## src/rtl/contador_pkg.sv

```systemverilog
// contador_pkg: shared types and helpers for the arbitrary-sequence counter.
package contador_pkg;
    typedef enum logic {SYNC, UNSYNC} state_t;
    function automatic int iw(input int depth);
        return $clog2(depth);
    endfunction
    // Reset table holds the natural count 0,1,2,... truncated to the output width.
    function automatic logic [31:0] reset_entry(input int i, input int width);
        return 32'(i) & ((32'd1 << width) - 32'd1);
    endfunction
endpackage

```

## src/rtl/contador_secuencia_param_if.sv

```systemverilog
// contador_secuencia_param_if: control/status bundle; dir exists only with CONTADOR_DOWN_EN.
interface contador_secuencia_param_if #(parameter int WIDTH = 4, parameter int DEPTH = 8);
    import contador_pkg::*;
    localparam int IW = iw(DEPTH);
    logic en;
    logic pre_en;
    logic [WIDTH-1:0] pre_val;
    logic wr_en;
    logic [IW-1:0] wr_addr;
    logic [WIDTH-1:0] wr_data;
    logic len_we;
    logic [IW:0] len_val;
`ifdef CONTADOR_DOWN_EN
    logic dir;
`endif
    logic [WIDTH-1:0] Q;
    logic [IW-1:0] idx;
    logic wrap;
    logic oos;
    modport master (
        output en, pre_en, pre_val, wr_en, wr_addr, wr_data, len_we, len_val,
`ifdef CONTADOR_DOWN_EN
        output dir,
`endif
        input Q, idx, wrap, oos
    );
    modport slave (
        input en, pre_en, pre_val, wr_en, wr_addr, wr_data, len_we, len_val,
`ifdef CONTADOR_DOWN_EN
        input dir,
`endif
        output Q, idx, wrap, oos
    );
endinterface

```

## src/rtl/contador_seq_match.sv

```systemverilog
// contador_seq_match: lowest active table index whose entry equals val.
module contador_seq_match
    import contador_pkg::*;
#(
    parameter int WIDTH = 4,
    parameter int DEPTH = 8,
    localparam int IW = iw(DEPTH)
) (
    input  logic [WIDTH-1:0] val,
    input  logic [WIDTH-1:0] seq [DEPTH],
    input  logic [IW:0]      len,
    output logic             hit,
    output logic [IW-1:0]    k
);
    // Scan from the top so the lowest matching index is the one that survives.
    always_comb begin
        hit = 1'b0;
        k = '0;
        for (int i = DEPTH - 1; i >= 0; i--)
            if ((IW+1)'(i) < len && seq[i] == val) begin
                hit = 1'b1;
                k = IW'(i);
            end
    end
endmodule

```

## src/rtl/contador_secuencia_param.sv

```systemverilog
// contador_secuencia_param: programmable-table sequence counter with preset and resync.
// Backward stepping and the dir port are built only when CONTADOR_DOWN_EN is defined.
module contador_secuencia_param
    import contador_pkg::*;
#(
    parameter int WIDTH = 4,
    parameter int DEPTH = 8
) (
    input logic C,
    input logic R,
    contador_secuencia_param_if.slave bus
);
    localparam int IW = iw(DEPTH);
    localparam logic [IW:0] LEN_MAX = (IW+1)'(DEPTH);
    logic [WIDTH-1:0] seq [DEPTH];
    logic [IW:0] len;
    logic [WIDTH-1:0] q;
    logic [IW-1:0] idx;
    logic wrap;
    state_t state;
    logic hit;
    logic [IW-1:0] hit_idx;
    logic [IW:0] idx_x;
    logic shrink;
    logic last;
    logic [IW-1:0] step_idx;
    logic step_wrap;
    logic [IW:0] len_clamp;
    logic wr_ok;

    contador_seq_match #(.WIDTH(WIDTH), .DEPTH(DEPTH)) u_match (
        .val(bus.pre_val),
        .seq(seq),
        .len(len),
        .hit(hit),
        .k(hit_idx)
    );

    // An index left beyond a shrunken length counts as past the end and wraps to 0.
    assign idx_x = {1'b0, idx};
    assign shrink = idx_x >= len;
    assign last = idx_x + 1'b1 >= len;
`ifdef CONTADOR_DOWN_EN
    assign step_wrap = bus.dir ? (shrink || idx == '0) : last;
    assign step_idx = bus.dir ? (shrink ? '0 : idx == '0 ? IW'(len - 1'b1) : idx - 1'b1)
                              : (last ? '0 : idx + 1'b1);
`else
    assign step_wrap = last;
    assign step_idx = last ? '0 : idx + 1'b1;
`endif
    assign len_clamp = bus.len_val == '0 ? (IW+1)'(1) : bus.len_val > LEN_MAX ? LEN_MAX : bus.len_val;
    assign wr_ok = {1'b0, bus.wr_addr} < LEN_MAX;

    always_ff @(posedge C) begin
        if (R) begin
            for (int i = 0; i < DEPTH; i++)
                seq[i] <= WIDTH'(reset_entry(i, WIDTH));
            len <= LEN_MAX;
            q <= '0;
            idx <= '0;
            wrap <= 1'b0;
            state <= SYNC;
        end else begin
            wrap <= 1'b0;
            if (bus.pre_en) begin
                q <= bus.pre_val;
                idx <= hit ? hit_idx : '0;
                state <= hit ? SYNC : UNSYNC;
            end else if (bus.en) begin
                if (state == UNSYNC) begin
                    q <= seq[0];
                    idx <= '0;
                    state <= SYNC;
                end else begin
                    q <= seq[step_idx];
                    idx <= step_idx;
                    wrap <= step_wrap;
                end
            end
            if (bus.wr_en && wr_ok)
                seq[bus.wr_addr] <= bus.wr_data;
            if (bus.len_we)
                len <= len_clamp;
        end
    end

    assign bus.Q = q;
    assign bus.idx = idx;
    assign bus.wrap = wrap;
    assign bus.oos = state == UNSYNC;
endmodule

```

## src/flat_wrapper.sv

```systemverilog
// flat-port wrapper written by rule: the top's interface ports become plain ports
module contador_secuencia_param_flat import contador_pkg::*;
#(
    parameter int WIDTH = 4,
    parameter int DEPTH = 8
)
  (C, R, bus_en, bus_pre_en, bus_pre_val, bus_wr_en, bus_wr_addr, bus_wr_data, bus_len_we, bus_len_val, bus_Q, bus_idx, bus_wrap, bus_oos);
  contador_secuencia_param_if #(.WIDTH(WIDTH), .DEPTH(DEPTH)) bus_i ();
  input logic C;
  input logic R;
  input wire logic [$bits(bus_i.en)-1:0] bus_en;
  input wire logic [$bits(bus_i.pre_en)-1:0] bus_pre_en;
  input wire logic [$bits(bus_i.pre_val)-1:0] bus_pre_val;
  input wire logic [$bits(bus_i.wr_en)-1:0] bus_wr_en;
  input wire logic [$bits(bus_i.wr_addr)-1:0] bus_wr_addr;
  input wire logic [$bits(bus_i.wr_data)-1:0] bus_wr_data;
  input wire logic [$bits(bus_i.len_we)-1:0] bus_len_we;
  input wire logic [$bits(bus_i.len_val)-1:0] bus_len_val;
  output wire logic [$bits(bus_i.Q)-1:0] bus_Q;
  output wire logic [$bits(bus_i.idx)-1:0] bus_idx;
  output wire logic [$bits(bus_i.wrap)-1:0] bus_wrap;
  output wire logic [$bits(bus_i.oos)-1:0] bus_oos;
  assign bus_i.en = bus_en;
  assign bus_i.pre_en = bus_pre_en;
  assign bus_i.pre_val = bus_pre_val;
  assign bus_i.wr_en = bus_wr_en;
  assign bus_i.wr_addr = bus_wr_addr;
  assign bus_i.wr_data = bus_wr_data;
  assign bus_i.len_we = bus_len_we;
  assign bus_i.len_val = bus_len_val;
  assign bus_Q = bus_i.Q;
  assign bus_idx = bus_i.idx;
  assign bus_wrap = bus_i.wrap;
  assign bus_oos = bus_i.oos;
  contador_secuencia_param #(.WIDTH(WIDTH), .DEPTH(DEPTH)) u_core (.C(C), .R(R), .bus(bus_i));
endmodule
```

## config.mk

```make
export PLATFORM = sky130hd
export DESIGN_NAME = contador_secuencia_param_flat
export DESIGN_NICKNAME = d
export VERILOG_FILES = /design/src/rtl/contador_pkg.sv /design/src/rtl/contador_secuencia_param_if.sv /design/src/rtl/contador_seq_match.sv /design/src/rtl/contador_secuencia_param.sv /design/src/flat_wrapper.sv
export SDC_FILE = /design/constraint.sdc
export NUM_CORES = 1
export LEC_CHECK = 0
export ABC_CLOCK_PERIOD_IN_PS = 2400
export CORE_MARGIN = 2
export CORE_UTILIZATION = 45
export CTS_CLUSTER_SIZE = 28
export DETAILED_ROUTE_END_ITERATION = 8
export GPL_TIMING_DRIVEN = 0
export PLACE_DENSITY = 0.65
export SKIP_LAST_GASP = 1
export SYNTH_ARGS = -nofsm -noshare
export SYNTH_HDL_FRONTEND = slang
export SYNTH_HIERARCHICAL = 1
export SYNTH_SLANG_ARGS = --single-unit
```

## constraint.sdc

```tcl
create_clock -name C -period 2.4 [get_ports C]
set_input_delay 0.48 -clock C [delete_from_list [all_inputs] [get_ports C]]
set_output_delay 0.48 -clock C [all_outputs]
set_load 0.01 [all_outputs]
```

* Word level (Yosys, flattened, before mapping)
Cells that the tools add are included. Widths: inputs -> output; s select.
Storage, ports and cells: input port bits 21, register bits 45, logic and storage cells 86, output and inout port bits 9
Operators by class: eq/ne operators 8, bitwise gates (word level) 3, $lt $le $gt $ge 13, mux-type cells 35, add/subtract/negate cells 2, reductions and logical operators 12
Operator list (number):
- $mux 3 | 13
- $bwmux 32 | 1
- $eq 4x4->1 | 8
- $mux 4 | 8
- $lt 3x4->1 const A | 4
- $bmux 4 s3 | 1
- $demux 4 s3 | 1
- $mux 1 | 11
- $logic_and 1x1->1 | 9
- $ge 4x4->1 const B | 2
- $lt 1x4->1 const A | 2
- $lt 2x4->1 const A | 2
- $not 3->4 | 2
- $add 3x1->4 const B | 1
- $ge 4x4->1 | 1
- $gt 4x4->1 const B | 1
- $logic_not 4->1 | 1
- $lt 4x1->1 const B | 1
- $reduce_or 4->1 | 1
- $add 3x1->3 const B | 1
- $reduce_bool 2->1 | 1
- $not 1->1 | 1

* Depth between registers and ports, before layout
Gate-level depths: netlist of run 1.
depth after elaboration 12, mapped depth 9

* Modules after synthesis
The synthesis of run 1 kept the hierarchy.
Modules (own cells, without submodules):
- contador_secuencia_param | area each 2318.5 sq um, sequential area each 900.9 sq um, cells each 256, times used 1
- contador_seq_match | area each 553.0 sq um, sequential area each 0.0 sq um, cells each 71, times used 1

* Worst setup path after synthesis of run 1
OpenSTA, ideal clock, no wires.
kind register to register, from register u_core.idx[0], in the netlist u_core/bus.idx[0], to register u_core.q[1], in the netlist u_core/bus.Q[1], buffers on the path 2, stages on the path, launching flop included 10, arrival time 2172 ps, library setup time 134 ps, slack 95 ps, data required time 2266 ps, cells stage by stage dfxtp_1 > clkbuf_2 > buf_2 > and3_2 > ha_1 > a21oi_2 > o211a_2 > o21ai_1 > a221oi_1 > a211oi_1
Between the ends: longest elaborated chain between the ends 10, elaborated cells on any way between the ends 11
Ends and longest elaborated chain:
- start: declaration | line contador_secuencia_param.sv:18 | logic [IW-1:0] idx;
- start signal: assignment | line contador_secuencia_param.sv:67 | idx <= hit ? hit_idx : '0;
- start signal: assignment | line contador_secuencia_param.sv:76 | idx <= step_idx;
- $add 3x1->4 | line contador_secuencia_param.sv:42 | assign last = idx_x + 1'b1 >= len;
- $ge 4x4->1 | line contador_secuencia_param.sv:42
- $mux 3 * | line contador_secuencia_param.sv:49 | assign step_idx = last ? '0 : idx + 1'b1;
- $not 3->4 (implied by the code) * | line contador_secuencia_param.sv:75 | q <= seq[step_idx];
- $bmux 4 s3 * | line contador_secuencia_param.sv:75
- $mux 4 (implied by the code) * (2 in a row) | line contador_secuencia_param.sv:75
- $mux 4 * | line contador_secuencia_param.sv:70 | if (state == UNSYNC) begin
- $mux 4 * | line contador_secuencia_param.sv:69 | end else if (bus.en) begin
- $mux 4 * | line contador_secuencia_param.sv:65 | if (bus.pre_en) begin
- end signal: assignment | line contador_secuencia_param.sv:66 | q <= bus.pre_val;
- end signal: assignment | line contador_secuencia_param.sv:71 | q <= seq[0];
- end signal: assignment | line contador_secuencia_param.sv:75
- end: declaration | line contador_secuencia_param.sv:17 | logic [WIDTH-1:0] q;
Every way passes the cells marked *; elsewhere a longest branch is shown, timed or not. The select of a mux whose other input is x is not followed. A chain may end at the register's enable or synchronous reset.

* Final worst setup path of run 1
from register u_core.idx[1], in the netlist u_core/bus.idx[1], to register u_core.q[1], in the netlist u_core/bus.Q[1]
The elaborated chain is that of the path after synthesis.

==> results by stage, run 1 <==
Clock tree:
- Clock-pin slew was measured on the worst setup and hold paths at 0.10 ns.
- The buffer levels on the longest clock path is 2.
- In this run, post-CTS hold repair placed 0 buffers.
- The clock net sink count is 45.
- Buffers inserted during clock tree synthesis total 5.
- The clock insertion delay at the later pin of the skew report is 0.30 ns.
- The tree is rooted in a clkbuf_8.
- The H-tree generated during clock tree synthesis spans 2 levels.
- The TritonCTS clock tree is done.

STA:
- The part of the cycle the worst path needs is 0.957.
- The tightest slew margin relative to the limit is 0.500.
- Setup violations remaining at the end of the flow were counted as 0.
- For the final database, setup skew stands at 0.00727 ns.
- The count of final hold-check violations was 0.
- Setup repair after global routing left no endpoint under its margin.
- Setup slack on the critical path of the routed design comes to 0.103 ns.
- The total count of max-transition violations in the final report is 0.
- The transition time of the tightest slew-check pin is 0.744 ns.
- The worst path in the final design needs a cycle of 2.30 ns, including I/O delays and setup.
- The maximum clock frequency is 435 MHz.
- Adding up every negative setup slack in the final design gives 0 ns.

Synthesis:
- During synthesis, Yosys emitted a total of 6 warnings.
- Counting every instance in the synthesized netlist gives 327.
- In the synthesized netlist the dominant register cell turns out to be dfxtp_1.
- In this run the cell area of the synthesized design comes to 0.00287 mm2.
- In this run, synthesis inferred 0 flip-flops with an integrated enable.
- The post-synthesis register bit count is 45.
- The net count of the mapped netlist is 353.
- The fraction of registers with async set/reset is 0.
- Of the synthesized area, sequential elements account for 0.314.
- A synthesized cell averages 8.78 um2.
- The number of unique standard cell types used by synthesis is 63.

Global route:
- The maximum number of pins on one net before global-route repair is 17.
- The initial antenna violation count came to 0.
- The global route total overflow is 0.
- The first global-routing pass estimated 12700 um of wire.
- The number of global-route vias before repair is 2447.
- The global-route total usage across every layer is 0.225.

Critical path:
- In this run the critical register-to-register path is captured at u_core/bus.Q[1]$_SDFFE_PP0P_.
- For the worst flop-to-flop path, the logic depth is 10.
- Data on the critical path is required at its endpoint by 2.61 ns.
- The peak fanout along the critical path is 7.
- Data on the critical path arrives at its endpoint at 2.51 ns.
- The critical path is of the flip-flop to flip-flop type.
- The beginning of the critical path is u_core/bus.idx[1]$_SDFFE_PP0P_.
- The capturing element of the worst setup path is u_core/bus.Q[1]$_SDFFE_PP0P_.
- The sort of element at the end of the critical path is a flip-flop.
- The register-to-register setup slack is 0.10 ns.
- The worst register-to-register path begins at u_core/bus.idx[1]$_SDFFE_PP0P_.
- The kind of launch point of the worst setup path is a flip-flop.

Place:
- Once placement finished, the instance area stood at 0.00318 mm2.
- The placer's final routability congestion estimate is 0.887.
- In this run the tool buffered the top-level ports with 21 buffer cells.
- The worst setup slack before clock tree synthesis is -0.581 ns.
- The HPWL after detailed placement is 5690 um.

Routing:
- For this block, the routed nets add up to 8060 um of wire.
- In the routed design, unresolved DRC markers number 0.
- Detailed routing placed a total of 3830 um of wire on met2.
- The highest metal layer carrying signal wires in the routed design is met4.
- The length of routed met3 wiring is 435 um.
- The routed length per instance is 18.0 um.
- The wire length the detailed router placed on met1 is 3700 um.
- In this run, the number of DRC markers left after iteration 0 of detailed routing was 191.
- The routed via count is 2604.
- The number of optimization iterations in the first detailed-route pass is 5.
- After detailed routing, the number of vias per cell comes to 5.81.
- The count of antenna-violating nets left after detailed routing is 0.

Run status:
- The flow ran to the end, and the final reports show no timing, DRC or antenna violations.

Power and ir drop:
- The proportion of power drawn by flip-flops and latches is 0.431.
- Of the total power, combinational logic draws 0.250.
- Summed over all cells, the static leakage comes to 1.44 nW.
- The power share of the clock group is 0.319.
- Internal power comes to 1.31 mW.
- Of the total power, the share spent switching nets is 0.304.
- The maximum VDD drop is 433 uV.
- For this design the ratio of total power to cell area is 514 mW/mm2.
- The power spent charging and discharging nets is 0.573 mW.

Layout:
- In the final layout, the share of cells above drive strength 1 is 0.178.
- The final design area excluding fillers is 0.00367 mm2.
- Compared with the post-synthesis result, the final layout area differs by 27.7%.
- At the end of the flow, the number of nets in the layout was 396.
- Once layout is complete, the utilization of the core stands at 0.584.
- The repair_antennas step left the layout with diodes totalling 0.
- The filler cell count in the final layout is 558.

Floorplanning:
- The die is 83.9 um tall.
- The area of the die is 0.00704 mm2.
- The core region area is 0.00628 mm2.
- The number of ports placed on the die boundary is 30.
- After floorplanning, the core was divided into 29 placement rows.
- The x dimension of the die is 83.9 um.
- The starting density of the core is 0.457.

Flow run:
- The tool flagged a number of max-cap violations equal to 0.

Min path:
- The min-delay analysis places its worst path in the category flip-flop to flip-flop.
[power by group through the flow]
| stage | Clock (mW) | Combinational (mW) | Sequential (mW) |
|---|---|---|---|
| 4_1_cts | 0.616 | 0.428 | 0.807 |
| 3_5_place_dp | 0 | 0.393 | 0.824 |
| 5_1_grt | 0.646 | 0.505 | 0.817 |
| 2_1_floorplan | 0 | 0.270 | 0.821 |
| 3_3_place_gp | 0 | 0.389 | 0.824 |
| 6_report | 0.602 | 0.471 | 0.811 |
[kinds of logic after synthesis]
family                     after synthesis  synth area share
xor gates and xnor gates                33             0.110
muxes                                   40             0.143
DFF                                     45             0.314
adders and majority gates                5            0.0218
buffers and inverters                   32            0.0571
and+or+nand+nor                        112             0.202
AOI/OAI and AO/OA                       60             0.153
[layout by cell type, fill, tap and decap left out, drive strengths merged, types with 2 or more instances in the layout]
| cell | count |
|---|---|
| a211oi | 5 |
| a21oi | 10 |
| a221oi | 6 |
| a311oi | 2 |
| and2 | 3 |
| and3 | 3 |
| buf | 25 |
| clkbuf | 17 |
| clkdlybuf4s50 | 17 |
| dfxtp | 45 |
| dlymetal6s2s | 4 |
| ha | 5 |
| inv | 11 |
| mux2 | 5 |
| mux2i | 35 |
| nand2 | 22 |
| nand2b | 5 |
| nand3 | 7 |
| nand3b | 3 |
| nand4 | 3 |
| nand4b | 4 |
| nor2 | 36 |
| nor2b | 2 |
| nor3 | 13 |
| nor3b | 3 |
| nor4 | 4 |
| o211ai | 3 |
| o21a | 3 |
| o21ai | 12 |
| o22ai | 4 |
| o31a | 2 |
| o31ai | 3 |
| xnor2 | 16 |
| xor2 | 17 |
[flip-flops by register name, indices dropped and copies added (netlist names)]
name / flops
u_core/bus.Q: 4
u_core/bus.idx: 3
u_core/bus.oos: 1
u_core/bus.wrap: 1
u_core/len: 4
u_core/seq: 32
[Yosys cell counts (4+ instances only)]
cell type / n / share of area
nand4b_1: 4 / 0.012
nand3_1: 7 / 0.012
o22ai_1: 4 / 0.0087
xnor2_1: 15 / 0.046
ha_1: 5 / 0.022
a211oi_1: 5 / 0.013
mux2i_1: 35 / 0.12
xor2_1: 16 / 0.049
clkbuf_1: 11 / 0.014
a21oi_1: 9 / 0.016
mux2_1: 4 / 0.016
a221oi_1: 6 / 0.018
nand2b_1: 5 / 0.011
inv_1: 7 / 0.0092
nor2_1: 36 / 0.047
nand2_1: 22 / 0.029
o21ai_1: 5 / 0.0087
nor3_1: 12 / 0.021
o21ai_0: 6 / 0.010
dfxtp_1: 45 / 0.31
[repair_timing]
item	CTS	global route
setup buffers	13	3
gates cloned	0	0
resized for setup	13	30
pin swaps	4	10
endpoints found under the setup margin	8	8
[how the worst min path moves through the flow]
stage / endpoint / depth (start not counted) / startpoint / slack [ns]
after floorplan: u_core/seq[24]$_SDFFE_PP1P_ / 2 / u_core/seq[24]$_SDFFE_PP1P_ / 0.48
after global placement: u_core/seq[24]$_SDFFE_PP1P_ / 2 / u_core/seq[24]$_SDFFE_PP1P_ / 0.51
after detailed placement: u_core/seq[5]$_SDFFE_PP1P_ / 2 / u_core/seq[5]$_SDFFE_PP1P_ / 0.52
after CTS: u_core/len[3]$_SDFFE_PP1P_ / 3 / bus_len_we / 0.54
after global routing: u_core/bus.Q[2]$_SDFFE_PP0P_ / 3 / bus_pre_val[2] / 0.57
final: u_core/seq[1]$_SDFFE_PP1P_ / 2 / u_core/seq[1]$_SDFFE_PP1P_ / 0.54
[worst max-delay path, cell delays in order (launching register included)]
cell	delay, ns
dfxtp_1	0.43
ha_4	0.20
xnor2_4	0.14
inv_2	0.11
ha_1	0.23
a21oi_4	0.19
buf_4	0.17
a21oi_1	0.09
nor3_1	0.23
o21ai_0	0.19
a211oi_1	0.23
[metrics by stage]
step                hold slack (ns)  total power [mW]  cells
CTS                           0.541              1.85    446
detailed placement            0.524              1.22    425
global route                  0.575              1.97    448
global placement              0.512              1.21    425
finish                        0.540              1.88    448
floorplan                     0.478              1.09    327
[routing by layer]
metal  vias up  GRT usage
met1      1249      0.319
met4         0     0.0367
met3         8     0.0307
met5         -          0
met2        86      0.369
li1       1261          -
[layout make-up]
type | instances | area [um2] | area share
clock inverter | 3 | 47.5 | 0.0130
sequential | 45 | 905 | 0.247
multi-input combinational | 250 | 2020 | 0.550
buffer | 21 | 135 | 0.0368
timing repair buffer | 37 | 360 | 0.0983
tap | 77 | 96.3 | 0.0263
inverter | 10 | 37.5 | 0.0102
clock buffer | 5 | 68.8 | 0.0188
Power figures use the tool's default switching activity.
==> run 2: changes to the inputs <==
Settings changed: CTS_CLUSTER_SIZE 28 to 25, HOLD_SLACK_MARGIN set to 0.1.
==> results of run 2 <==
Same layout as run 1: the final DEF is identical, and so are final timing and power.
==> run 3: changes to the inputs <==
Settings changed: CTS_CLUSTER_DIAMETER set to 40.
==> results of run 3 <==
Same layout as run 1: the final DEF is identical, and so are final timing and power.
